`config.mk`:
```
export PLATFORM = sky130hd
export DESIGN_NAME = enm_hp_ctrl_flat
export DESIGN_NICKNAME = d
export VERILOG_FILES = /design/src/rtl/enm_pkg.sv /design/src/rtl/enm_hp_ctrl_if.sv /design/src/rtl/enm_hit_box.sv /design/src/rtl/enm_hp_ctrl.sv /design/src/flat_wrapper.sv
export SDC_FILE = /design/constraint.sdc
export NUM_CORES = 1
export LEC_CHECK = 0
export CORE_MARGIN = 4
export CORE_UTILIZATION = 55
export DETAILED_ROUTE_END_ITERATION = 7
export DONT_BUFFER_PORTS = 1
export PLACE_DENSITY = 0.7
export SYNTH_ARGS = -nofsm -noshare
export SYNTH_HDL_FRONTEND = slang
export SYNTH_SLANG_ARGS = --single-unit
```
`constraint.sdc`:
```
create_clock -name clk22 -period 7.8 [get_ports clk22]
set_input_delay 0.78 -clock clk22 [delete_from_list [all_inputs] [get_ports clk22]]
set_output_delay 0.78 -clock clk22 [all_outputs]
set_load 0.03 [all_outputs]
```
`src/rtl/enm_pkg.sv`:
```
// rtl/enm_pkg.sv - shared enemy constants, round state type and damage helper
package enm_pkg;

  localparam int NUM_ENM = 4;
  localparam int HP_W    = 7;
  localparam int POS_W   = 10;
  localparam int ID_W    = $clog2(NUM_ENM);
  localparam int IFR_W   = 4;

  // Movement phases switch at 80 and 40 HP, so the start value must stay above 80.
  localparam logic [HP_W-1:0]  HP_INIT_DEF = 7'd100;
  localparam logic [HP_W-1:0]  DMG_DEF     = 7'd10;
  localparam logic [POS_W-1:0] HIT_W_DEF   = 10'd16;
  localparam logic [POS_W-1:0] HIT_H_DEF   = 10'd16;
  localparam logic [IFR_W-1:0] IFRAMES_DEF = 4'd4;

  typedef enum logic [1:0] {
    IDLE  = 2'd0,
    PLAY  = 2'd1,
    CLEAR = 2'd2
  } enm_state_e;

  function automatic logic [HP_W-1:0] hp_after_hit(input logic [HP_W-1:0] hp,
                                                   input logic [HP_W-1:0] dmg);
    return (hp > dmg) ? (hp - dmg) : '0;
  endfunction

endpackage

```
`src/rtl/enm_hp_ctrl_if.sv`:
```
// rtl/enm_hp_ctrl_if.sv - bullet, enemy feedback and HP bus of the enemy HP controller
interface enm_hp_ctrl_if;
  import enm_pkg::*;

  logic             start;
  logic             bullet_valid;
  logic [POS_W-1:0] bx;
  logic [POS_W-1:0] by;
  logic [POS_W-1:0] enmx1, enmx2, enmx3, enmx4;
  logic [POS_W-1:0] enmy1, enmy2, enmy3, enmy4;
  logic             enm1, enm2, enm3, enm4;
  logic [HP_W-1:0]  enmhp1, enmhp2, enmhp3, enmhp4;
  logic             bullet_ack;
  logic [ID_W-1:0]  hit_id;
  logic             kill;
  logic             clear;

  modport master (
    output start, bullet_valid, bx, by,
    output enmx1, enmx2, enmx3, enmx4,
    output enmy1, enmy2, enmy3, enmy4,
    output enm1, enm2, enm3, enm4,
    input  enmhp1, enmhp2, enmhp3, enmhp4,
    input  bullet_ack, hit_id, kill, clear
  );

  modport slave (
    input  start, bullet_valid, bx, by,
    input  enmx1, enmx2, enmx3, enmx4,
    input  enmy1, enmy2, enmy3, enmy4,
    input  enm1, enm2, enm3, enm4,
    output enmhp1, enmhp2, enmhp3, enmhp4,
    output bullet_ack, hit_id, kill, clear
  );

endinterface

```
`src/rtl/enm_hit_box.sv`:
```
// rtl/enm_hit_box.sv - combinational bullet-versus-enemy hit box test
module enm_hit_box
  import enm_pkg::*;
(
  input  logic [POS_W-1:0] i_bx,
  input  logic [POS_W-1:0] i_by,
  input  logic [POS_W-1:0] i_ex,
  input  logic [POS_W-1:0] i_ey,
  input  logic [POS_W-1:0] i_hit_w,
  input  logic [POS_W-1:0] i_hit_h,
  output logic             o_in_box
);

  logic [POS_W:0] w_dx;
  logic [POS_W:0] w_dy;
  logic [POS_W:0] w_adx;
  logic [POS_W:0] w_ady;

  // One extra bit keeps the difference exact, so screen edges never wrap into each other.
  assign w_dx  = {1'b0, i_bx} - {1'b0, i_ex};
  assign w_dy  = {1'b0, i_by} - {1'b0, i_ey};
  assign w_adx = w_dx[POS_W] ? (~w_dx + 1'b1) : w_dx;
  assign w_ady = w_dy[POS_W] ? (~w_dy + 1'b1) : w_dy;

  assign o_in_box = (w_adx < {1'b0, i_hit_w}) && (w_ady < {1'b0, i_hit_h});

endmodule

```
`src/rtl/enm_hp_ctrl.sv`:
```
// rtl/enm_hp_ctrl.sv - enemy hit points, bullet hit arbitration and round-clear FSM
module enm_hp_ctrl
  import enm_pkg::*;
#(
  parameter logic [HP_W-1:0]  HP_INIT = HP_INIT_DEF,
  parameter logic [HP_W-1:0]  DMG     = DMG_DEF,
  parameter logic [POS_W-1:0] HIT_W   = HIT_W_DEF,
  parameter logic [POS_W-1:0] HIT_H   = HIT_H_DEF,
  parameter logic [IFR_W-1:0] IFRAMES = IFRAMES_DEF
) (
  input  logic         clk22,
  input  logic         rst_n,
  enm_hp_ctrl_if.slave bus
);

  enm_state_e r_state;
  enm_state_e w_state_nxt;

  logic [HP_W-1:0]  r_hp  [NUM_ENM];
  logic [IFR_W-1:0] r_ifr [NUM_ENM];
  logic             r_ack;
  logic             r_kill;
  logic [ID_W-1:0]  r_hit_id;

  logic [POS_W-1:0] w_ex [NUM_ENM];
  logic [POS_W-1:0] w_ey [NUM_ENM];
  logic [NUM_ENM-1:0] w_alive;
  logic [NUM_ENM-1:0] w_in_box;
  logic [NUM_ENM-1:0] w_cand;
  logic             w_bullet_ok;
  logic             w_all_dead;
  logic             w_hit;
  logic [ID_W-1:0]  w_sel;
  logic [HP_W-1:0]  w_new_hp;

  assign w_ex[0] = bus.enmx1;
  assign w_ex[1] = bus.enmx2;
  assign w_ex[2] = bus.enmx3;
  assign w_ex[3] = bus.enmx4;
  assign w_ey[0] = bus.enmy1;
  assign w_ey[1] = bus.enmy2;
  assign w_ey[2] = bus.enmy3;
  assign w_ey[3] = bus.enmy4;
  assign w_alive = {bus.enm4, bus.enm3, bus.enm2, bus.enm1};

  for (genvar g = 0; g < NUM_ENM; g++) begin : g_box
    enm_hit_box u_box (
      .i_bx     (bus.bx),
      .i_by     (bus.by),
      .i_ex     (w_ex[g]),
      .i_ey     (w_ey[g]),
      .i_hit_w  (HIT_W),
      .i_hit_h  (HIT_H),
      .o_in_box (w_in_box[g])
    );
  end

  // A bullet already acked this tick is still on the bus; it must not be counted again.
  assign w_bullet_ok = (r_state == PLAY) && bus.bullet_valid && !r_ack;

  always_comb begin
    w_cand     = '0;
    w_all_dead = 1'b1;
    for (int n = 0; n < NUM_ENM; n++) begin
      w_cand[n] = w_bullet_ok && w_alive[n] && (r_hp[n] != '0) &&
                  (r_ifr[n] == '0) && w_in_box[n];
      if (r_hp[n] != '0) w_all_dead = 1'b0;
    end
  end

  // Scan downward so the lowest-index candidate is the one left in w_sel.
  always_comb begin
    w_hit = 1'b0;
    w_sel = '0;
    for (int n = NUM_ENM - 1; n >= 0; n--) begin
      if (w_cand[n]) begin
        w_hit = 1'b1;
        w_sel = ID_W'(n);
      end
    end
  end

  assign w_new_hp = hp_after_hit(r_hp[w_sel], DMG);

  always_ff @(posedge clk22) begin
    if (!rst_n) r_state <= IDLE;
    else        r_state <= w_state_nxt;
  end

  always_comb begin
    w_state_nxt = r_state;
    case (r_state)
      IDLE:    if (bus.start) w_state_nxt = PLAY;
      PLAY:    if (!bus.start && w_all_dead) w_state_nxt = CLEAR;
      CLEAR:   if (bus.start) w_state_nxt = PLAY;
      default: w_state_nxt = IDLE;
    endcase
  end

  always_ff @(posedge clk22) begin
    if (!rst_n) begin
      for (int n = 0; n < NUM_ENM; n++) begin
        r_hp[n]  <= '0;
        r_ifr[n] <= '0;
      end
      r_ack    <= 1'b0;
      r_kill   <= 1'b0;
      r_hit_id <= '0;
    end else if (bus.start) begin
      for (int n = 0; n < NUM_ENM; n++) begin
        r_hp[n]  <= HP_INIT;
        r_ifr[n] <= '0;
      end
      r_ack  <= 1'b0;
      r_kill <= 1'b0;
    end else begin
      for (int n = 0; n < NUM_ENM; n++) begin
        if (r_ifr[n] != '0) r_ifr[n] <= r_ifr[n] - 1'b1;
      end
      r_ack  <= w_hit;
      r_kill <= w_hit && (w_new_hp == '0);
      if (w_hit) begin
        r_hp[w_sel]  <= w_new_hp;
        r_ifr[w_sel] <= IFRAMES;
        r_hit_id     <= w_sel;
      end
    end
  end

  assign bus.enmhp1     = r_hp[0];
  assign bus.enmhp2     = r_hp[1];
  assign bus.enmhp3     = r_hp[2];
  assign bus.enmhp4     = r_hp[3];
  assign bus.bullet_ack = r_ack;
  assign bus.hit_id     = r_hit_id;
  assign bus.kill       = r_kill;
  assign bus.clear      = (r_state == CLEAR);

endmodule

```
`src/flat_wrapper.sv`:
```
// flat-port wrapper written by rule: the top's interface ports become plain ports
module enm_hp_ctrl_flat import enm_pkg::*;
#(
  parameter logic [HP_W-1:0]  HP_INIT = HP_INIT_DEF,
  parameter logic [HP_W-1:0]  DMG     = DMG_DEF,
  parameter logic [POS_W-1:0] HIT_W   = HIT_W_DEF,
  parameter logic [POS_W-1:0] HIT_H   = HIT_H_DEF,
  parameter logic [IFR_W-1:0] IFRAMES = IFRAMES_DEF
)
  (clk22, rst_n, bus_start, bus_bullet_valid, bus_bx, bus_by, bus_enmx1, bus_enmx2, bus_enmx3, bus_enmx4, bus_enmy1, bus_enmy2, bus_enmy3, bus_enmy4, bus_enm1, bus_enm2, bus_enm3, bus_enm4, bus_enmhp1, bus_enmhp2, bus_enmhp3, bus_enmhp4, bus_bullet_ack, bus_hit_id, bus_kill, bus_clear);
  enm_hp_ctrl_if bus_i ();
  input  logic clk22;
  input  logic rst_n;
  input wire logic [$bits(bus_i.start)-1:0] bus_start;
  input wire logic [$bits(bus_i.bullet_valid)-1:0] bus_bullet_valid;
  input wire logic [$bits(bus_i.bx)-1:0] bus_bx;
  input wire logic [$bits(bus_i.by)-1:0] bus_by;
  input wire logic [$bits(bus_i.enmx1)-1:0] bus_enmx1;
  input wire logic [$bits(bus_i.enmx2)-1:0] bus_enmx2;
  input wire logic [$bits(bus_i.enmx3)-1:0] bus_enmx3;
  input wire logic [$bits(bus_i.enmx4)-1:0] bus_enmx4;
  input wire logic [$bits(bus_i.enmy1)-1:0] bus_enmy1;
  input wire logic [$bits(bus_i.enmy2)-1:0] bus_enmy2;
  input wire logic [$bits(bus_i.enmy3)-1:0] bus_enmy3;
  input wire logic [$bits(bus_i.enmy4)-1:0] bus_enmy4;
  input wire logic [$bits(bus_i.enm1)-1:0] bus_enm1;
  input wire logic [$bits(bus_i.enm2)-1:0] bus_enm2;
  input wire logic [$bits(bus_i.enm3)-1:0] bus_enm3;
  input wire logic [$bits(bus_i.enm4)-1:0] bus_enm4;
  output wire logic [$bits(bus_i.enmhp1)-1:0] bus_enmhp1;
  output wire logic [$bits(bus_i.enmhp2)-1:0] bus_enmhp2;
  output wire logic [$bits(bus_i.enmhp3)-1:0] bus_enmhp3;
  output wire logic [$bits(bus_i.enmhp4)-1:0] bus_enmhp4;
  output wire logic [$bits(bus_i.bullet_ack)-1:0] bus_bullet_ack;
  output wire logic [$bits(bus_i.hit_id)-1:0] bus_hit_id;
  output wire logic [$bits(bus_i.kill)-1:0] bus_kill;
  output wire logic [$bits(bus_i.clear)-1:0] bus_clear;
  assign bus_i.start = bus_start;
  assign bus_i.bullet_valid = bus_bullet_valid;
  assign bus_i.bx = bus_bx;
  assign bus_i.by = bus_by;
  assign bus_i.enmx1 = bus_enmx1;
  assign bus_i.enmx2 = bus_enmx2;
  assign bus_i.enmx3 = bus_enmx3;
  assign bus_i.enmx4 = bus_enmx4;
  assign bus_i.enmy1 = bus_enmy1;
  assign bus_i.enmy2 = bus_enmy2;
  assign bus_i.enmy3 = bus_enmy3;
  assign bus_i.enmy4 = bus_enmy4;
  assign bus_i.enm1 = bus_enm1;
  assign bus_i.enm2 = bus_enm2;
  assign bus_i.enm3 = bus_enm3;
  assign bus_i.enm4 = bus_enm4;
  assign bus_enmhp1 = bus_i.enmhp1;
  assign bus_enmhp2 = bus_i.enmhp2;
  assign bus_enmhp3 = bus_i.enmhp3;
  assign bus_enmhp4 = bus_i.enmhp4;
  assign bus_bullet_ack = bus_i.bullet_ack;
  assign bus_hit_id = bus_i.hit_id;
  assign bus_kill = bus_i.kill;
  assign bus_clear = bus_i.clear;
  enm_hp_ctrl #(.HP_INIT(HP_INIT), .DMG(DMG), .HIT_W(HIT_W), .HIT_H(HIT_H), .IFRAMES(IFRAMES)) u_core (.clk22(clk22), .rst_n(rst_n), .bus(bus_i));
endmodule
```
==> flow_summary.ini <==
[synthesis]
yosysSeqAreaShare_pct = 16.2
yosysTopAreaCell = ha_1
yosys_register_bits = 50
yosysWarnings = 0
syn_nets = 1232
synthTopCellsByArea = ha_1 (14%), edfxtp_1 (11%), dfxtp_1 (5.6%)
yosys.area.top_type_share_pct = 14.1
synthCells = 1027
async_flop_share_pct = 0
synth_flop_cell = edfxtp_1
avgSynthCellArea_um2 = 7.68
synth.cell_area_um2 = 7890
synth_edf_count = 28
synth_cell_types = 90

[global_routing]
gr-usage-all-layers_pct = 25.5
antenna_found_initial = 1
grt_max_degree = 19
grt.overflow.total = 0
grt_pass1_wl_mm = 34.6
grt_pass1_vias = 7108

[setup_path]
critPathKind = input port to flip-flop
worstPathRequired_ns = 7.81
start_kind = input port
end_kind = flip-flop
worstPathArrival_ns = 5.92
slowest_stage = a2111oi_4
critPathMaxStageDelay_ns = 0.91
crit_path_cell_trace = inv_1 -> ha_1 -> inv_1 -> fa_1 -> a211oi_1 -> o21bai_1 -> a2111oi_0 -> o21ai_0 -> nand2_1 -> a32oi_1 -> a2111oi_4 -> nor2_1 -> a21bo_2 -> a21oi_1 -> ha_1 -> o21bai_1 -> mux2i_1 -> o21ai_0
crit_fanout = 18

[clock_network]
htreeDepth = 2
post_cts_buffers = 0
clock-root-buffer = clkbuf_16
clk_pin_slew_ns = 0.07
cts_buffer_depth = 2
clock_latency_ns = 0.29
cts_tree = built
cts_resized = 0
cts_sinks = 50
cts_buffers = 5
hold_buffers = 0

[pwr]
power_density_nw_per_um2 = 146
power_leakage_nw = 3.53
ir_drop_mv = 0.159

[sta]
rsz0062_at_grt = no
slew_violations = 0
setup_viol = 0
hold_viol_final = 0
fin_crit_ns = 5.91
fmax_mhz = 169
slew_headroom_pct = 29.6
fin_worst_skew_ns = 0.00756
worst_pin_slew_ns = 1.05
tns_ns = 0
setup_slack_ns = 1.89
min_period_over_period_pct = 75.7

[final_layout]
diodes = 0
drive_gt1_share_pct = 4.16
nNetsFinal = 1214
areaGrowthSynthToFinish_pct = 3.17

[detailed_routing]
first_pass_iters = 5
routed_wl_mm = 21.3
ant_nets = 0
dr_total_vias = 7593
via_per_inst = 6.38
drc_errors = 0
drt_iter0_drc = 505
wl_per_cell_um = 17.9

[placed_design]
portBuffers = 0
place_congestion = 0.920
dp_slack_ns = 1.67
dp_hpwl_mm = 17.3

[die]
chipHeight_um = 128
ios = 141
die_area_um2 = 16300
start_util_pct = 56.4
die_w_um = 128
rows = 43
core_um2 = 14000

[min_path]
hold_class = flip-flop to flip-flop

[flow_run]
maxCapViolCount = 0

[outcome]
outcome = finished, final reports clean
-- worst max-delay path, delay by kind of cell --
kind                       cells  cell delay, ns
AOI/OAI and AO/OA             10            3.36
adders and majority gates      3            0.90
and+or+nand+nor                2            0.37
muxes                          1            0.35
buffers and inverters          2            0.17
-- metal layers --
| layer | global-route usage, % | vias up | share of wire (%) |
|---|---|---|---|
| met5 | 0 | - | 0.056 |
| met2 | 43.9 | 258 | 48 |
| li1 | - | 3799 | - |
| met1 | 33.5 | 3506 | 43 |
| met3 | 4.21 | 28 | 7.8 |
| met4 | 5.74 | 2 | 1.4 |
-- cell type report --
cell class              count  area [µm²]
flip-flops and latches     50        1280
clock buffers               5         125
well taps                 180         225
inverters                 112         420
multi-input cells         840        6060
fillers                  1382        5850
clock inverters             3        20.0
-- report_power, final --
group / leakage (nW) / internal, mW / switching [mW]
logic: 2.98 / 0.262 / 0.358
clock network: 0.0679 / 0.119 / 0.0976
registers: 0.484 / 0.306 / 0.0434
total: 3.53 / 0.687 / 0.499
-- cell usage after synthesis (all sizes together) (10+ instances only) --
master,instances
nand3,28
nand2b,21
nor2b,20
ha,89
a211oi,15
o21ai,67
nor4,10
nor2,80
and2,11
o31ai,12
nor3b,15
or3,14
nor3,41
clkbuf,18
dfxtp,22
edfxtp,28
a211o,10
a31oi,10
o21a,13
xnor2,31
a21oi,74
o211ai,13
xor2,15
nand2,45
inv,112
nand4,13
a21o,27
-- stage by stage --
step	cell area [µm²]	utilization, %	std cells	total power [mW]	hold slack, ns
finish	8140	58.2	1190	1.19	0.508
detailed placement	7990	57.1	1182	0.966	0.500
CTS	8140	58.2	1190	1.18	0.516
global placement	7990	57.1	1182	0.962	0.492
global route	8140	58.2	1190	1.29	0.549
floorplan	7890	-	1027	0.856	0.468
-- layout by cell type (no fill, tap or decap), drive strengths merged, types with 27 or more instances in the layout --
master / synthesis / routed
nor2: 80 / 80
ha: 89 / 89
inv: 112 / 113
o21ai: 67 / 67
edfxtp: 28 / 28
nand2: 45 / 45
nor3: 41 / 41
xnor2: 31 / 31
a21oi: 74 / 74
nand3: 28 / 28
a21o: 27 / 27
-- state kept, by name, summed over array words and instances (netlist names) --
register	cells
u_core.r_hp	28
u_core.r_ifr	16
u_core.bus.hit_id	2
u_core.r_state	2
u_core.bus.bullet_ack	1
u_core.bus.kill	1
-- cell families after synthesis --
| group | share of synthesized area [%] |
|---|---|
| and+or+nand+nor | 25.4 |
| AOI/OAI and AO/OA | 28.5 |
| buffers and inverters | 6.85 |
| adders and majority gates | 16.2 |
| DFF | 16.2 |
| xor gates and xnor gates | 5.11 |
| muxes | 1.71 |
-- final timing paths --
| path | cells past startpoint | to | startpoint | slack (ns) |
|---|---|---|---|---|
| worst max-delay path | 18 | u_core.r_hp[1][5] | bus_by[0] | 1.89 |
| worst min register to register | 2 | u_core.r_ifr[3][1] | u_core.r_ifr[3][1] | 0.51 |
| worst max register to register | 11 | u_core.r_hp[1][5] | u_core.bus.bullet_ack | 2.77 |
| worst min-delay path | 2 | u_core.r_ifr[3][1] | u_core.r_ifr[3][1] | 0.51 |
Note: power is estimated with default switching activity, not from simulation.
